### src/rtl/small_hb_int.sv
// small_hb_int: halfband x2 interpolator [A 0 B 0.5 B 0 A], one time-shared multiplier.
// Latency: even output registered at E0+2, odd at E0+5; bypass registers the input once.
// No backpressure: inputs closer than 4 clocks are dropped (sticky overrun); SMALL_HB_INT_SAT_EN saturates the odd result.
module small_hb_int #(
  parameter int                 WIDTH   = 18,
  parameter logic signed [17:0] COEFF_A = -18'sd4096,
  parameter logic signed [17:0] COEFF_B = 18'sd36864
) (
  input  logic             clk,
  input  logic             rst_n,
  input  logic             bypass,
  input  logic             stb_in,
  input  logic [WIDTH-1:0] data_in,
  output logic             stb_out,
  output logic [WIDTH-1:0] data_out,
  output logic             overrun
);

  localparam int SW = WIDTH + 1;
  localparam int PW = WIDTH + 19;
  localparam int AW = WIDTH + 20;
  localparam int RW = AW - 16;

  logic signed [WIDTH-1:0] d0, d1, d2, d3;
  logic signed [WIDTH-1:0] even_q, odd_q;
  logic signed [SW-1:0]    sum_a, sum_b;
  logic signed [AW-1:0]    acc, prod_ext, rnd;
  logic signed [17:0]      mul_c;
  logic signed [SW-1:0]    mul_x;
  logic signed [PW-1:0]    prod;
  logic signed [RW-1:0]    shr;
  logic [WIDTH-1:0]        odd_res;
  logic [4:0]              vld;
  logic [2:0]              gap;
  logic                    bypass_q, accept, bypass_chg;
  logic                    unused_bits;

  always_comb begin
    accept     = stb_in && (gap == 3'd4);
    bypass_chg = bypass ^ bypass_q;
    // vld[1] issues the outer-tap product, vld[2] the inner-tap product
    mul_c    = vld[2] ? COEFF_B : COEFF_A;
    mul_x    = vld[2] ? sum_b : sum_a;
    prod     = {{(PW-18){mul_c[17]}}, mul_c} * {{(PW-SW){mul_x[SW-1]}}, mul_x};
    prod_ext = {{(AW-PW){prod[PW-1]}}, prod};
    rnd      = acc + {{(AW-16){1'b0}}, 16'h8000};
    shr      = rnd[AW-1:16];
    odd_res  = shr[WIDTH-1:0];
`ifdef SMALL_HB_INT_SAT_EN
    unused_bits = ^rnd[15:0];
    if (shr[RW-1:WIDTH-1] != {(RW-WIDTH+1){1'b0}} &&
        shr[RW-1:WIDTH-1] != {(RW-WIDTH+1){1'b1}}) begin
      odd_res = shr[RW-1] ? {1'b1, {(WIDTH-1){1'b0}}} : {1'b0, {(WIDTH-1){1'b1}}};
    end
`else
    unused_bits = ^{rnd[15:0], shr[RW-1:WIDTH]};
`endif
  end

  always_ff @(posedge clk) begin
    if (!rst_n) begin
      d0       <= '0;
      d1       <= '0;
      d2       <= '0;
      d3       <= '0;
      sum_a    <= '0;
      sum_b    <= '0;
      even_q   <= '0;
      odd_q    <= '0;
      acc      <= '0;
      vld      <= '0;
      gap      <= 3'd4;
      bypass_q <= 1'b0;
      stb_out  <= 1'b0;
      data_out <= '0;
      overrun  <= 1'b0;
    end else begin
      bypass_q <= bypass;
      if (accept) begin
        d0  <= data_in;
        d1  <= d0;
        d2  <= d1;
        d3  <= d2;
        gap <= 3'd1;
      end else if (gap != 3'd4) begin
        gap <= gap + 3'd1;
      end
      if (stb_in && !accept) overrun <= 1'b1;

      // a bypass toggle abandons everything still in the pipe
      vld <= bypass_chg ? 5'b0 : {vld[3:0], accept && !bypass};
      if (vld[0]) begin
        sum_a  <= {d0[WIDTH-1], d0} + {d3[WIDTH-1], d3};
        sum_b  <= {d1[WIDTH-1], d1} + {d2[WIDTH-1], d2};
        even_q <= d2;
      end
      if (vld[1]) acc <= prod_ext;
      if (vld[2]) acc <= acc + prod_ext;
      if (vld[3]) odd_q <= odd_res;

      stb_out <= 1'b0;
      if (bypass) begin
        if (accept) begin
          stb_out  <= 1'b1;
          data_out <= data_in;
        end
      end else if (!bypass_chg) begin
        if (vld[1]) begin
          stb_out  <= 1'b1;
          data_out <= even_q;
        end else if (vld[4]) begin
          stb_out  <= 1'b1;
          data_out <= odd_q;
        end
      end
    end
  end

endmodule

### config.mk
export PLATFORM = sky130hd
export DESIGN_NAME = small_hb_int
export DESIGN_NICKNAME = d
export VERILOG_FILES = /design/src/rtl/small_hb_int.sv
export SDC_FILE = /design/constraint.sdc
export NUM_CORES = 1
export LEC_CHECK = 0
export ABC_AREA = 1
export BUFFER_PORTS_ARGS = -buffer_cell sky130_fd_sc_hd__buf_2
export CORE_MARGIN = 10
export CORE_UTILIZATION = 50
export CTS_CLUSTER_SIZE = 8
export DETAILED_ROUTE_END_ITERATION = 8
export PLACE_DENSITY = 0.77
export RECOVER_POWER = 50
export SKIP_LAST_GASP = 1
export SYNTH_ARGS = -nofsm -noshare
export SYNTH_HDL_FRONTEND = slang
export SYNTH_SLANG_ARGS = --single-unit
### constraint.sdc
create_clock -name clk -period 6.9 [get_ports clk]
set_input_delay 0.345 -clock clk [delete_from_list [all_inputs] [get_ports clk]]
set_output_delay 0.345 -clock clk [all_outputs]
set_load 0.02 [all_outputs]
======== Yosys cells after proc, flatten, opt, wreduce, memory -nomap -nowiden ========
Cells that the tools add are included.
operators by class
  add/sub/neg operators ................... 5
  multipliers ............................. 1
  equal/unequal tests ..................... 4
  multiplexer cells ....................... 16
  bitwise operators ....................... 2
  reductions and logical operators ........ 11
operators by type and width
  kind                                                              number
  18-bit two-way mux                                                6
  38-bit two-way mux                                                2
  18-bit by 18-bit adder with 19-bit output                         2
  38-bit by 37-bit adder with 38-bit output                         1
  18-bit by 19-bit multiplier with 37-bit output                    1
  34-bit by 16-bit adder with 34-bit output, second input constant  1
  19-bit two-way mux                                                1
  3-bit two-way mux                                                 2
  1-bit two-way mux                                                 5
  2-bit nonzero test                                                2
  2-bit OR reduction                                                2
  3-bit by 1-bit adder with 3-bit output, second input constant     1
  3-bit == test, second input constant                              1
  1-bit logical AND                                                 3
  3-bit != test, second input constant                              1
  3-bit AND reduction                                               1
  3-bit nonzero test                                                1
  1-bit zero test                                                   2
  2-bit by 1-bit != test with 1-bit output, second input constant   1
  2-bit != test, second input constant                              1
  1-bit NOT                                                         1
  1-bit bitwise XOR                                                 1
storage, ports and cells
  register bits ........................... 213
  bits of input ports ..................... 22
  output and inout bits ................... 20

======== Logic depth before layout (Yosys ltp) ========
Gate-level depths: netlist (run 1).
  depth after elaboration ................. 4
  mapped depth ............................ 39
  gate-level depth less buffers ........... 39

======== Worst setup path before layout (run 1) ========
No wires, ideal clock.
  path kind ............................... register to register
  start ................................... register vld[2]
  end ..................................... register acc[29]
  setup time .............................. 0.110 ns
  arrival ................................. 6.108 ns
  setup slack ............................. 0.682 ns
  cell stages (with the launch flop) ...... 33
  path buffers ............................ 3
  clock period less this slack ............ 6.218 ns
  path through ............................ dfxtp_1 -> buf_6 -> clkbuf_1 -> buf_1 -> nor2_1 -> fa_1 -> fa_1 -> inv_1 -> fa_1 -> inv_1 -> ha_1 -> ha_1 -> ha_1 -> ha_1 -> a21oi_1 -> o21ai_0 -> a21oi_1 -> nand2_1 -> nand2_1 -> inv_1 -> or2_2 -> ha_1 -> nand2_1 -> inv_1 -> nand2_1 -> nor3_1 -> nand4_1 -> nand3_1 -> nand2_1 -> nand3_1 -> nand3_1 -> nand2_1 -> inv_1
on the way
  cells in the longest elaborated chain, start to end .. 4
  elaborated cells between the ends (all ways) .. 7
  classes of those cells .................. add/sub (1); mul (1); mux (4); reduce/logical (1)
ends and longest elaborated chain
  what                                                                             RTL line  RTL
  start: declaration                                                               33        logic [4:0] vld;
  start signal: assignment                                                         91        vld <= bypass_chg ? 5'b0 : {vld[3:0], accept && !bypass};
  19-bit two-way mux or 18-bit two-way mux (tied branches)                         43, 42
  18-bit by 19-bit multiplier with 37-bit output                                   44        prod = {{(PW-18){mul_c[17]}}, mul_c} * {{(PW-SW){mul_x[SW-1]}}, mul_x};
  38-bit by 37-bit adder with 38-bit output or 38-bit two-way mux (tied branches)  98, 97
  38-bit two-way mux                                                               98        if (vld[2]) acc <= acc + prod_ext;
  end signal: assignment                                                           97        if (vld[1]) acc <= prod_ext;
  end signal: assignment                                                           98
  end: declaration                                                                 27        logic signed [AW-1:0] acc, prod_ext, rnd;
Parallel ways exist; a longest one is shown, timed or not. The select of a mux whose other input is x is not followed.
A chain may end at the register's enable or synchronous reset.

======== Final worst setup path (run 1) ========
  start ................................... register vld[2]
  end ..................................... register acc[33]
The elaborated chain is that of the path after synthesis.

==> impl_results.md, run 1 <==
- Global-route usage over all layers: 22.1%
- Critical Path RT: 7260 ps
- Post-synthesis async set-or-reset flop share: 0%
- Antenna diodes: 0
- Register Area: 3950 um2
- Post-synth EDFFs: 0
- Worst r2r src: vld[2]
- CTS tree: yes
- Latest clock arrival within the worst-skew pair: 450 ps
- Worst min path class: primary input to flop
- Inserted Clock Buffers: 17
- TritonCTS Sinks: 197
- Vert. Die Dim: 191 um
- DPL Wire Length: 31400 um
- Mapped Area: 14700 um2
- Synth cell types: 48
- MaxCap Viol Count: 4
- First drt pass iteration count: 5
- Pwr dens: 414 nW/um2
- Initial drt markers: 1104
- Die footprint: 36700 um2
- Final TNS setup: 0 ps
- Status: complete, but fails checks
- Failing checks: max-capacitance violations, max-slew violations
- Clk root buf: clkbuf_16
- Share of cells above drive strength 1: 3.79%
- Rows: 62
- Synth top area cells: dfxtp_1, ha_1, nand2_1
- Final worst slack: 540 ps
- Final GP Congestion: 0.945
- Multi-input gate area: 9260 um2
- Worst Hold Launch: stb_in
- Critical Path Sink Type: flop
- Clock Path Buffers: 2
- Final cell utilization of the core: 54.3%
- H-tree depth: 4
- CP most frequent cell: inv_1
- Synthesized area per cell: 7.00 um2
- Crit path max fanout: 18
- Vias in the first global route: 13.0k
- Hold Vio Cnt, Final: 0
- # fillers: 2800
- Slew of the pin with the lowest slew margin: 3240 ps
- Peak per-stage delay on the critical path: 530 ps
- Slew headroom: -116%
- Register area share after synthesis: 26.8%
- RSZ-0062 raised after global routing: true
- Crit-path slowest cell: fa_1
- I/O pins: 42
- Via Count: 13.7k
- Count leader, synth: nand2_1
- Number of I/O port buffers: 41
- P_leak: 0.00814 uW
- Clock transition at the registers of the reported paths: 90 ps
- Final setup violation count: 0
- Final Max Slew Viols: 265
- Initial Util: 50.9%
- Max IR drop VDD: 227 uV
- Nets: 2322
- Chip width: 191 um
- #FFs+latches synth: 197
- Post-synth top area cell: dfxtp_1
- Layout area overhead: 6.61%
- Synth Warn #: 0
- Pin count of the biggest net entering global routing: 83
- Core Region: 28900 um2
- Minimum clock period after layout: 6360 ps
- Vias per cell: 5.48
- Peak Freq: 157 MHz
- Main synth FF type: dfxtp_1
- Worst Path Arrival: 6720 ps
- Synthesized Nets: 2326
- DRC: 0
- Post-synth top cells: nand2_1, nor2_1, inv_1, dfxtp_1, o21ai_0
- Critical path launch point type: flop
- GR Overflow Total: 0
- Inst Count DP: 2461
- Crit Path Class: flop to flop
- Pre-CTS WS: 271 ps
- Yosys top cell area share: 26.8%
- Initial antenna violation count: 1
- Cells after Synth: 2101
- First-pass GRT wire length: 65700 um
- Final period util: 92.2%
- Clock Skews: 15.3 ps
- Wirelength per Cell: 16.4 um
- Final wirelength: 40800 um
- Final std cells w/o fill: 2494
- Crit path from: vld[2]
- Final ANT Viol Nets: 0
==> routing by layer <==
layer / wire length [um] / track usage [%] / share of wire [%] / up-vias
met1: 18700 / 29.3 / 46 / 6397
met4: 1190 / 7.78 / 2.9 / 2
met5: 7 / 0 / 0.017 / -
li1: - / - / - / 6788
met3: 2280 / 3.21 / 5.6 / 58
met2: 18600 / 36.0 / 46 / 423
==> placed cells by master (no fill, tap or decap), drive strengths merged, types with 30 or more instances in the layout <==
cell,n
a21oi,139
clkbuf,42
dfxtp,197
fa,63
ha,140
inv,307
nand2,360
nand3,101
nor2,341
o21ai,200
xor2,30
==> report_power, final <==
part	switching, uW	total (uW)	internal, uW
combinational	2660	4010	1350
clock	510	998	488
sequential	170	1480	1310
==> cell type report <==
class	instances	area share [%]
clock buffer	18	2.74
clock inverter	14	0.998
inverter	300	7.20
multi-input combinational	1528	59.1
sequential	197	25.2
tap	384	3.07
timing repair buffer	53	1.67
==> sequential cells by signal (all words and copies together) (netlist names) <==
| register | cells |
|---|---|
| acc | 22 |
| bypass_q | 1 |
| d0 | 18 |
| d1 | 18 |
| d2 | 18 |
| d3 | 18 |
| data_out | 18 |
| even_q | 18 |
| gap | 3 |
| odd_q | 18 |
| overrun | 1 |
| stb_out | 1 |
| sum_a | 19 |
| sum_b | 19 |
| vld | 5 |
==> final timing paths <==
check        depth (start not counted)  slack, ps         to
min                                  3        150    overrun
max reg2reg                         35        540    acc[33]
min reg2reg                          2        470  sum_b[18]
max                                 35        540    acc[33]
==> kinds of logic (layout without fill, tap and decap cells) <==
| logic type | count (synthesis) | count (layout) | share of synthesized area, % |
|---|---|---|---|
| xor gates and xnor gates | 46 | 46 | 2.74 |
| DFF | 197 | 197 | 26.8 |
| adders and majority gates | 203 | 203 | 20.5 |
| buffers and inverters | 376 | 385 | 9.88 |
| and+or+nand+nor | 858 | 858 | 24.3 |
| AOI/OAI and AO/OA | 421 | 421 | 15.7 |
==> what timing repair did <==
item / in CTS / in global routing
hold buffers: 0 / 0
buffers inserted: 0 / 1
gates resized for setup: 0 / 4
endpoints found under the setup margin: 0 / 7
==> worst max-delay path, delay by kind of cell, from the launching register on <==
family	cells	cell delay, ps
DFF	1	410
and+or+nand+nor	12	1230
buffers and inverters	11	810
xor gates and xnor gates	1	360
AOI/OAI and AO/OA	2	420
adders and majority gates	9	3010
==> stage by stage <==
| stage | hold slack [ps] | area, um2 | power, uW |
|---|---|---|---|
| global placement | 448 | 15200 | 5370 |
| CTS | 137 | 15700 | 6440 |
| floorplan | 434 | 14700 | 4370 |
| global route | 151 | 15700 | 7080 |
| finish | 154 | 15700 | 6490 |
| detailed placement | 452 | 15200 | 5410 |
(Power assumes the default switching activity.)
==> inputs of run 2 (changes only) <==
BUFFER_PORTS_ARGS = default   (was -buffer_cell sky130_fd_sc_hd__buf_2)
DONT_BUFFER_PORTS = 1   (was default)
PLACE_DENSITY = 0.76   (was 0.77)
==> impl_results.md, run 2 (synthesis results as in run 1) <==
- Failing checks: design-rule violations, max-capacitance violations, max-slew violations
- Slew of the pin with the lowest slew margin: 2810 ps (-427 ps)
- # fillers: 2777 (-0.82%)
- Via Count: 13.6k (-0.79%)
- Final cell utilization of the core: 53.8% (-0.54 points)
- Crit-path slowest cell: fa_1
- Vias per cell: 5.53 (+0.91%)
- Critical path launch point type: flop
- Met2 GRT Util: 36.8% (+0.81 points)
- Status: complete, but fails checks
- Worst r2r src: vld[2]
- I/O pins: 42 (unchanged)
- Peak Freq: 154 MHz (-1.8%)
- Share of cells above drive strength 1: 2.95% (-0.84 points)
- Nets: 2281 (-1.8%)
- Clock Path Buffers: 2 (unchanged)
- RSZ-0062 raised after global routing: true
- Die footprint: 36700 um2 (unchanged)
- DRC: 1 (+1)
- Inst Count DP: 2419 (-1.7%)
- TritonCTS Sinks: 197 (unchanged)
- Top Usage Layer GRT: met2
- Worst Path Arrival: 6830 ps (+110 ps)
- First-pass GRT wire length: 66000 um (+0.36%)
- Pwr dens: 416 nW/um2 (+0.46%)
- Wirelength per Cell: 16.6 um (+1.3%)
- Initial Util: 50.9% (unchanged)
- Reg power frac: 23.4% (+0.6 points)
- Latest clock arrival within the worst-skew pair: 450 ps (about the same)
- MaxCap Viol Count: 4 (unchanged)
- Rows: 62 (unchanged)
- Comb pwr share: 60.6% (-1.2 points)
- Most frequent cells in the layout: nand2_1, nor2_1, inv_1
- Switching power as a share of total power: 51.5% (about the same)
- Commonest non-fill, non-tap cell in the layout: nand2_1
- Core Region: 28900 um2 (unchanged)
- First drt pass iteration count: 9 (+4)
- Final wirelength: 40700 um (-0.38%)
- H-tree depth: 4 (unchanged)
- Number of flip-flops in the largest register: 22 (unchanged)
- Design area: 15500 um2 (-0.99%)
- Clock transition at the registers of the reported paths: 90 ps (about the same)
- Pin count of the biggest net entering global routing: 134 (+61%)
- Final TNS setup: 0 ps (unchanged)
- Initial drt markers: 1287 (+17%)
- P_sw: 3320 uW (-0.49%)
- Top Registers: acc x22, sum_a x19, sum_b x19
- Worst min path class: primary input to flop
- Bufs and invs on worst path: 10 (-1)
- P_leak: 0.00803 uW (-1.3%)
- Number of I/O port buffers: 0 (-100%)
- Final hold slack: 31.0 ps (-123 ps)
- Global Route met1 Usage: 29.5% (+0.25 points)
- Final ANT Viol Nets: 0 (unchanged)
- Final period util: 93.9% (+1.7 points)
- Chip width: 191 um (unchanged)
- Worst path top cell family by delay: adder cells
- Vert. Die Dim: 191 um (unchanged)
- Grt met3 use: 3.23% (+0.018 points)
- Clock Skews: 18.7 ps (+3.37 ps)
- Final setup violation count: 0 (unchanged)
- CTS tree: yes
- Critical Path RT: 7250 ps (about the same)
- Largest Register: acc
- Max IR drop VDD: 278 uV (+22%)
- Minimum clock period after layout: 6480 ps (+117 ps)
- Final Max Slew Viols: 230 (-13%)
- Vias in the first global route: 12.9k (-0.91%)
- Hold Vio Cnt, Final: 0 (unchanged)
- Crit Path Class: flop to flop
- Placed cell areas: 14900 um2 (-1.4%)
- Final std cells w/o fill: 2452 (-1.7%)
- Crit path max fanout: 24 (+6)
- GR Overflow Total: 0 (unchanged)
- Layout area overhead: 5.55%
- Initial antenna violation count: 0 (-1)
- Clk root buf: clkbuf_16
- Critical Path Sink Type: flop
- Inserted Clock Buffers: 17 (unchanged)
- Peak per-stage delay on the critical path: 530 ps (about the same)
- Slew headroom: -87.4% (+28 points)
- Final GP Congestion: 0.980 (+3.7%)
- DPL Wire Length: 31100 um (-0.81%)
- Antenna diodes: 0 (unchanged)
- Global-route usage over all layers: 22.3% (+0.19 points)
- Int Power: 3130 uW (-0.60%)
- Clock power share: 16.0% (+0.6 points)
- Crit path from: vld[2]
- Worst Hold Launch: data_in[9]
## run 2: changes by cell type in the layout (fill, tap and decap cells not counted), moves of 2 or more
| cell | change |
|---|---|
| clkbuf_1 | -21 |
| clkinv_4 | -2 |
| nor2_1 | -2 |
| dlygate4sd3_1 | +2 |
| buf_2 | -20 |
| clkinv_8 | +2 |
| buf_4 | -2 |
## run 2: layout make-up
cell class	instances	area, um2	share of cell area (%)
Clock buffer	17	425	2.74
Clock inverter	14	176	1.14
Multi-Input combinational cell	1528	9270	59.8
Sequential cell	197	3950	25.5
Inverter	300	1130	7.28
Timing Repair Buffer	12	80.1	0.516
Tap cell	384	480	3.10
## run 2: through the flow
stage / setup slack, ps / power, uW
after global placement: 449 / 5330
final: 423 / 6450
after CTS: 312 / 6430
after global routing: -21.4 / 7040
after floorplan: 682 / 4370
after detailed placement: 347 / 5370
## run 2: power by group through the flow
stage / Sequential [uW] / Clock, uW / Combinational (uW)
after floorplan: 1450 / 0 / 2920
after global placement: 1530 / 0 / 3810
after detailed placement: 1530 / 0 / 3840
after CTS: 1510 / 1040 / 3880
after global routing: 1530 / 1080 / 4430
final: 1510 / 1030 / 3910
## run 2: worst paths after layout
| check | to | slack (ps) | cells after the start |
|---|---|---|---|
| max | acc[31] | 420 | 35 |
| min | d0[9] | 30 | 2 |
| max reg2reg | acc[31] | 420 | 35 |
| min reg2reg | sum_b[18] | 480 | 2 |
## run 2: timing repair
item	CTS	global route
buffers inserted	0	0
gates resized for setup	0	5
hold endpoints to repair	4	0
hold buffers	2	0
setup endpoints to repair	0	6
## run 2: per-layer routing
metal / up-vias / routed length, um
met5: - / 0
met4: 0 / 990
met3: 58 / 2500
met2: 424 / 18700
met1: 6360 / 18500
li1: 6718 / -
